==> config.mk <==
export PLATFORM = sky130hd
export DESIGN_NAME = scan_priority_encoder
export DESIGN_NICKNAME = d
export VERILOG_FILES = /design/src/rtl/scan_priority_encoder.sv
export SDC_FILE = /design/constraint.sdc
export NUM_CORES = 1
export LEC_CHECK = 0
export ABC_AREA = 0
export CAP_MARGIN = 0
export CORE_UTILIZATION = 50
export DETAILED_ROUTE_END_ITERATION = 7
export PLACE_DENSITY = 0.78
export SETUP_SLACK_MARGIN = 0.05
export SLEW_MARGIN = 5
export SYNTH_ARGS = -nofsm -noshare
export SYNTH_HDL_FRONTEND = slang
export SYNTH_SLANG_ARGS = --single-unit
==> constraint.sdc <==
create_clock -name clk -period 7.78 [get_ports clk]
set_input_delay 0.778 -clock clk [delete_from_list [all_inputs] [get_ports clk]]
set_output_delay 0.778 -clock clk [all_outputs]
set_load 0.02 [all_outputs]
==> src/rtl/scan_priority_encoder.sv <==
// Registered N-to-log2(N) index encoder: one-hot, priority and scan modes,
// with valid/ready handshakes on both the capture and the beat side.
module scan_priority_encoder #(
  parameter  int N = 16,
  localparam int W = $clog2(N)
) (
  input  logic         clk,
  input  logic         rst,
  input  logic         en,
  input  logic [1:0]   mode,
  input  logic [N-1:0] d,
  input  logic         in_valid,
  output logic         in_ready,
  output logic [W-1:0] o,
  output logic         err,
  output logic         last,
  output logic         out_valid,
  input  logic         out_ready
);

  // state | meaning
  // IDLE  | no operation in progress, waiting for a capture
  // EMIT  | presenting beats derived from the captured mask and mode
  typedef enum logic {
    IDLE = 1'b0,
    EMIT = 1'b1
  } state_t;

  state_t       state_q, state_d;
  logic [N-1:0] mask_q, mask_d;
  logic [1:0]   mode_q, mode_d;

  logic [W-1:0] lo_idx;
  logic [W-1:0] hi_idx;
  logic         mask_zero;
  logic         mask_single;
  logic [W-1:0] beat_o;
  logic         beat_err;
  logic         beat_last;
  logic         accept;

  always_ff @(posedge clk) begin
    if (rst) begin
      state_q <= IDLE;
      mask_q  <= '0;
      mode_q  <= '0;
    end else begin
      state_q <= state_d;
      mask_q  <= mask_d;
      mode_q  <= mode_d;
    end
  end

  always_comb begin
    lo_idx = '0;
    hi_idx = '0;
    for (int i = N - 1; i >= 0; i--) begin
      if (mask_q[i]) lo_idx = W'(i);
    end
    for (int j = 0; j < N; j++) begin
      if (mask_q[j]) hi_idx = W'(j);
    end
  end

  // Clearing the lowest set bit both advances the scan and tests for a single bit.
  assign mask_zero   = (mask_q == '0);
  assign mask_single = ~mask_zero & ((mask_q & (mask_q - N'(1))) == '0);

  always_comb begin
    beat_o    = '0;
    beat_err  = 1'b0;
    beat_last = 1'b1;
    case (mode_q)
      2'd0: begin
        if (mask_single) beat_o = lo_idx;
        else             beat_err = 1'b1;
      end
      2'd2: begin
        if (mask_zero) begin
          beat_err = 1'b1;
        end else begin
          beat_o    = lo_idx;
          beat_last = mask_single;
        end
      end
      default: begin
        if (mask_zero) beat_err = 1'b1;
        else           beat_o = hi_idx;
      end
    endcase
  end

  assign out_valid = (state_q == EMIT);
  assign o         = out_valid ? beat_o : '0;
  assign err       = out_valid & beat_err;
  assign last      = out_valid & beat_last;
  assign in_ready  = (state_q == IDLE) & en & ~rst;
  assign accept    = out_valid & out_ready;

  always_comb begin
    state_d = state_q;
    mask_d  = mask_q;
    mode_d  = mode_q;
    case (state_q)
      IDLE: begin
        if (in_valid & in_ready) begin
          state_d = EMIT;
          mask_d  = d;
          mode_d  = mode;
        end
      end
      EMIT: begin
        if (~en | (accept & beat_last)) begin
          state_d = IDLE;
          mask_d  = '0;
        end else if (accept) begin
          mask_d = mask_q & (mask_q - N'(1));
        end
      end
      default: begin
        state_d = IDLE;
        mask_d  = '0;
      end
    endcase
  end

endmodule

==> flow_metrics.tcl, run 1 <==
set metrics [dict create \
    cts.htree.levels 1 \
    synth_nets 211 \
    hp-start "mode_q[1]" \
    hp-class "reg -> reg" \
    gr-usage-met1 0.3903 \
    drtPass1Iterations 4 \
    dpl.cell_count 233 \
    worstMarginPinSlew_ps 820.4 \
    fillers 261 \
    vdd_drop_max_uv 119.5 \
    r2r_slack_ps 5120 \
    ioPinCount 31 \
    drv_slew 0 \
    core-area_sq_um 2781 \
    yosysWarnings 0 \
    grt.met3_usage 0.03456 \
    status "completed" \
    whs_path_depth 2 \
    internal_power_uw 173.6 \
    yosysTopAreaCell "dfxtp_1" \
    dp_slack_ps 3654 \
    gp_congestion 0.9389 \
    vias 1519 \
    cts_buffer_depth 2 \
    setup-tns-final_ps 0 \
    drv_cap 0 \
    cp.arrival_ps 3740 \
    finalNonFillerCells 237 \
    pwr-share-clk 0.186 \
    p_switching_uw 102.6 \
    wirelength_um 4110 \
    grt_pass1_vias 1404 \
    cp.required_ps 7000 \
    layout.nets 230 \
    cts_setup_buffers 0 \
    hold_viol_final 0 \
    drc 0 \
    hold_buffers 0 \
    min_period_ps 4513 \
    r2r-end "out_valid" \
    fin_hold_ws_ps 577.5 \
    cts-resized-gates 0 \
    track_usage 0.2719 \
    clock-sinks 19 \
    wl_per_cell_um 17.34 \
    worst_slack_ps 3267 \
    fin_crit_sh 0.5801 \
    area_growth_pct 16.23 \
    synthCells 188 \
    hpwl_um 2966 \
    rows 19 \
    initial_core_util 0.5322 \
    grtUsageMet2 0.4201 \
    final_cell_mix "clkdlybuf4s50_1, nor2_1, a21oi_1" \
    insertion_delay_ps 310 \
    netSwitchingFraction 0.3714 \
    finalInstanceArea_sq_um 1720 \
    die_x_um 56.41 \
    rsz0062_at_grt "no" \
    viasPerCell 6.409 \
    postPlaceCellArea_sq_um 1693 \
    p_leak_nw 0.6023 \
    seq_area_frac_synth 0.2570 \
    grt_pass1_wl_um 6734 \
    seqPwrFrac 0.437 \
    cp_max_fo 11 \
    cellPowerDensity_nw_per_um2 160.5 \
    die-area_sq_um 3182 \
    postRouteAntennaNets 0 \
    synth.distinct_cells 47 \
    crit_path_end_kind "primary output" \
    reg2reg_from "mask_q[0]" \
    final_common_cell "clkdlybuf4s50_1" \
    antenna_found_initial 0 \
    start_kind "flop" \
    timing_worst_setup_path_type "reg -> out" \
    synthTopCellsByArea "dfxtp_1, a21oi_1, nor2_1" \
    cts_tree "built" \
    cts.reportedPaths.clkPinSlew_ps 120 \
    finClkSkew_ps 10.74 \
    portBuffers 30 \
    hold_path_end "mode_q[1]" \
    grt_overflow 0 \
    syn_area_sq_um 1480 \
    finalSetupViolations 0 \
    drt_iter0_markers 113 \
    cts_root_buf "clkbuf_4" \
    comb_power_share 0.377 \
    grt.busiest_layer "met2" \
    drive_gt1_frac 0.07767 \
    slew_headroom 0.4514 \
    ff2ff_path_depth 7 \
    grt_max_degree 23 \
    numCtsBuffers 3 \
    synth-seq-cells 19 \
    syn_avg_cell_area_sq_um 7.873 \
    clock.fmax_ghz 0.2216 \
    diodes 0 \
    chipHeight_um 56.41 \
    netlist.area_leader.share 0.2570 \
]
==> synth_stat cells (all sizes together) <==
master	instances
nor2	27
a21oi	22
dfxtp	19
o21ai	12
nand2	10
inv	9
a221o	8
buf	8
clkbuf	8
nor3b	6
nor4	5
nor4b	5
nor3	4
a22oi	3
maj3	3
nand3	3
nand3b	3
o21bai	3
or4	3
a2111oi	2
mux2i	2
nand4	2
o21a	2
o22ai	2
o31a	2
o31ai	2
or2	2
a211oi	1
a21bo	1
a21boi	1
a21o	1
a221oi	1
and2	1
and4b	1
nand2b	1
o221ai	1
o22a	1
o41ai	1
==> logic make-up after synthesis <==
logic type      after synthesis  synth area share
simple gates                 73            0.2950
buf+inv                      25            0.1082
compound gates               66            0.3060
mux                           2           0.01353
fa+ha+maj                     3           0.02029
flops                        19            0.2570
==> sequential cells by signal, summed over array words and instances, names as in the netlist <==
| signal | flops |
|---|---|
| mask_q | 16 |
| mode_q | 2 |
| out_valid | 1 |
==> power groups by stage <==
stage | sequential (mW) | clock (mW) | combinational [mW]
6_report | 0.121 | 0.0515 | 0.104
5_1_grt | 0.122 | 0.0579 | 0.113
4_1_cts | 0.120 | 0.0547 | 0.102
3_5_place_dp | 0.122 | 0 | 0.101
3_3_place_gp | 0.122 | 0 | 0.103
2_1_floorplan | 0.111 | 0 | 0.0853
==> through the flow <==
step,utilization,power [mW]
final,0.6185,0.2762
after floorplan,-,0.1963
after global placement,0.6086,0.2249
after CTS,0.6185,0.2772
after detailed placement,0.6086,0.2238
after global routing,0.6185,0.2934
==> metal layers <==
layer | vias up | part of all wire
met5 | - | 0
met4 | 0 | 0.0090
met3 | 5 | 0.088
met2 | 82 | 0.46
met1 | 695 | 0.44
li1 | 737 | -
==> worst max-delay path by stage <==
| stage | from | end | slack (ps) | cells after the start |
|---|---|---|---|---|
| 2_1_floorplan | mask_q[0] | o[0] | 4190 | 8 |
| 3_3_place_gp | mask_q[8] | o[0] | 3820 | 8 |
| 3_5_place_dp | mask_q[0] | o[0] | 3650 | 8 |
| 4_1_cts | mask_q[0] | o[0] | 3270 | 8 |
| 5_1_grt | mask_q[0] | o[0] | 3040 | 8 |
| 6_report | mask_q[0] | o[0] | 3270 | 8 |
==> worst max-delay path, stage by stage (launching register included) <==
cell and delay, ps:
dfxtp_1 450, nor4_4 520, nand3_2 220, o41ai_2 290, nand4_1 150, or4_4 560, a21bo_1 220, nor4_1 330
clkdlybuf4s50_1 680
==> layout make-up <==
type | instances | area (sq um) | area share
clock inverter | 1 | 5.005 | 0.002909
multi-input combinational | 144 | 939.7 | 0.5462
clock buffer | 3 | 22.52 | 0.01309
sequential | 19 | 380.4 | 0.2211
inverter | 9 | 33.78 | 0.01964
timing repair buffer | 30 | 300.3 | 0.1745
tap | 31 | 38.79 | 0.02255
Note: power is estimated with default switching activity, not from simulation.
==> inputs of run 2 (changes only) <==
--- a/config.mk
+++ b/config.mk
@@ -7,9 +7,9 @@
 export LEC_CHECK = 0
 export ABC_AREA = 0
 export CAP_MARGIN = 0
-export CORE_UTILIZATION = 50
+export CORE_UTILIZATION = 46
 export DETAILED_ROUTE_END_ITERATION = 7
-export PLACE_DENSITY = 0.78
+export PLACE_DENSITY = 0.76
 export SETUP_SLACK_MARGIN = 0.05
 export SLEW_MARGIN = 5
 export SYNTH_ARGS = -nofsm -noshare
==> constraint.sdc (replaced) <==
create_clock -name clk -period 3.7 [get_ports clk]
set_input_delay 0.37 -clock clk [delete_from_list [all_inputs] [get_ports clk]]
set_output_delay 0.37 -clock clk [all_outputs]
set_load 0.02 [all_outputs]
==> flow_metrics.tcl, run 2 (synthesis gave the netlist of run 1 again) <==
set metrics [dict create \
    hp-class "reg -> reg" \
    wl_per_cell_um 16.58 \
    finalPower_uw 609.0 \
    cp_max_fo 5 \
    grt_overflow 0 \
    cts.reportedPaths.clkPinSlew_ps 110 \
    final_cell_mix "nor2_1, clkdlybuf4s50_1, a21oi_1" \
    drtPass1Iterations 4 \
    status "completed" \
    grt_pass1_wl_um 7113 \
    diodes 0 \
    gr-usage-met1 0.3846 \
    grt_pass1_vias 1449 \
    cts.htree.levels 1 \
    cp.arrival_ps 3120 \
    rsz0062_at_grt "no" \
    final_common_cell "nor2_1" \
    hold_viol_final 0 \
    track_usage 0.2752 \
    timing_worst_setup_path_type "reg -> out" \
    finClkSkew_ps 5.319 \
    start_kind "flop" \
    die_x_um 58.73 \
    portBuffers 30 \
    initial_core_util 0.4848 \
    fillers 311 \
    cts_buffer_depth 2 \
    drv_cap 0 \
    drv_slew 0 \
    core-area_sq_um 3053 \
    vdd_drop_max_uv 224.4 \
    regArea_sq_um 380.4 \
    insertion_delay_ps 310 \
    vias 1586 \
    worstMarginPinSlew_ps 615.4 \
    clock-sinks 19 \
    grt.met3_usage 0.04176 \
    rows 20 \
    cellPowerDensity_nw_per_um2 330.6 \
    drt_iter0_markers 110 \
    layout.nets 243 \
    drive_gt1_frac 0.1324 \
    hpwl_um 3262 \
    viasPerCell 6.030 \
    area_growth_pct 24.43 \
    grtUsageMet2 0.4432 \
    finalSetupViolations 0 \
    grt.busiest_layer "met2" \
    setup-tns-final_ps 0 \
    regMostFlops "mask_q" \
    ioPinCount 31 \
    cp.required_ps 3330 \
    numCtsBuffers 3 \
    crit_path_end_kind "primary output" \
    antenna_found_initial 0 \
    postRouteAntennaNets 0 \
    die-area_sq_um 3449 \
    fin_crit_sh 0.9434 \
    slew_headroom 0.5882 \
    cts_tree "built" \
    multiInputGateArea_sq_um 948.4 \
    gp_congestion 0.9725 \
    drc 0 \
    grt_max_degree 22 \
    chipHeight_um 58.73 \
    cts_root_buf "clkbuf_4" \
    min_period_ps 3490 \
    p_leak_nw 0.7325 \
    wirelength_um 4360 \
    largest_register_ffs 16 \
    clock.fmax_ghz 0.2865 \
]
run 2: what timing repair did:
item | CTS | global route
hold buffers | 0 | 0
setup endpoints to repair | 4 | 5
resized for setup | 4 | 8
hold endpoints to repair | 0 | 0
cloned | 0 | 0
buffers inserted | 2 | 0
pin swaps | 1 | 0
run 2: area by class of cell:
| cell class | instances | area share |
|---|---|---|
| flip-flops and latches | 19 | 0.2065 |
| repair buffers | 43 | 0.2160 |
| well taps | 44 | 0.02989 |
| multi-input cells | 144 | 0.5149 |
| inverters | 9 | 0.01834 |
| clock buffers | 4 | 0.01427 |
run 2: power by group:
part | internal (mW) | leakage [nW] | switching [mW]
sequential | 0.218 | 0.156 | 0.0278
combinational | 0.124 | 0.562 | 0.128
clock | 0.0421 | 0.0150 | 0.0685
total | 0.384 | 0.733 | 0.224
run 2: critical path, stage by stage, from the launching register on:
cell and delay, ps:
dfxtp_1 370, nor4_4 280, buf_4 190, nand3_2 150
o41ai_2 280, nand4_1 140, or4_4 560, a21bo_1 220
a211oi_1 280, dlygate4sd1_1 350
run 2: per-stage QoR:
step / cell area, sq um / cells / utilization / hold slack, ps / setup slack, ps
6_report: 1842 / 263 / 0.6033 / 572.3 / 209.6
5_1_grt: 1842 / 263 / 0.6033 / 631.4 / 51.65
4_1_cts: 1838 / 263 / 0.6020 / 576.4 / 130.8
3_5_place_dp: 1792 / 257 / 0.5869 / 548.6 / 168.5
3_3_place_gp: 1792 / 257 / 0.5869 / 539.6 / 207.4
2_1_floorplan: 1480 / 188 / - / 487.5 / 518.5
run 2: per-layer routing:
layer	up-vias	wire length, um
met5	-	0
met2	70	2013
li1	765	-
met4	0	53
met3	7	316
met1	744	1977
run 2: path summary, 6_finish.rpt:
path	from	end	slack, ps	depth (start not counted)
max	mask_q[1]	o[3]	210	9
min	mode_q[1]	mode_q[1]	570	2
max reg2reg	mask_q[1]	out_valid	1360	8
min reg2reg	mode_q[1]	mode_q[1]	570	2
==> inputs of run 3 (changes only) <==
--- a/config.mk
+++ b/config.mk
@@ -8,6 +8,7 @@
 export ABC_AREA = 0
 export CAP_MARGIN = 0
 export CORE_UTILIZATION = 46
+export CTS_CLUSTER_SIZE = 8
 export DETAILED_ROUTE_END_ITERATION = 7
 export PLACE_DENSITY = 0.76
 export SETUP_SLACK_MARGIN = 0.05
==> results of run 3 <==
The final DEF is identical to that of run 2; final timing and power are the same.
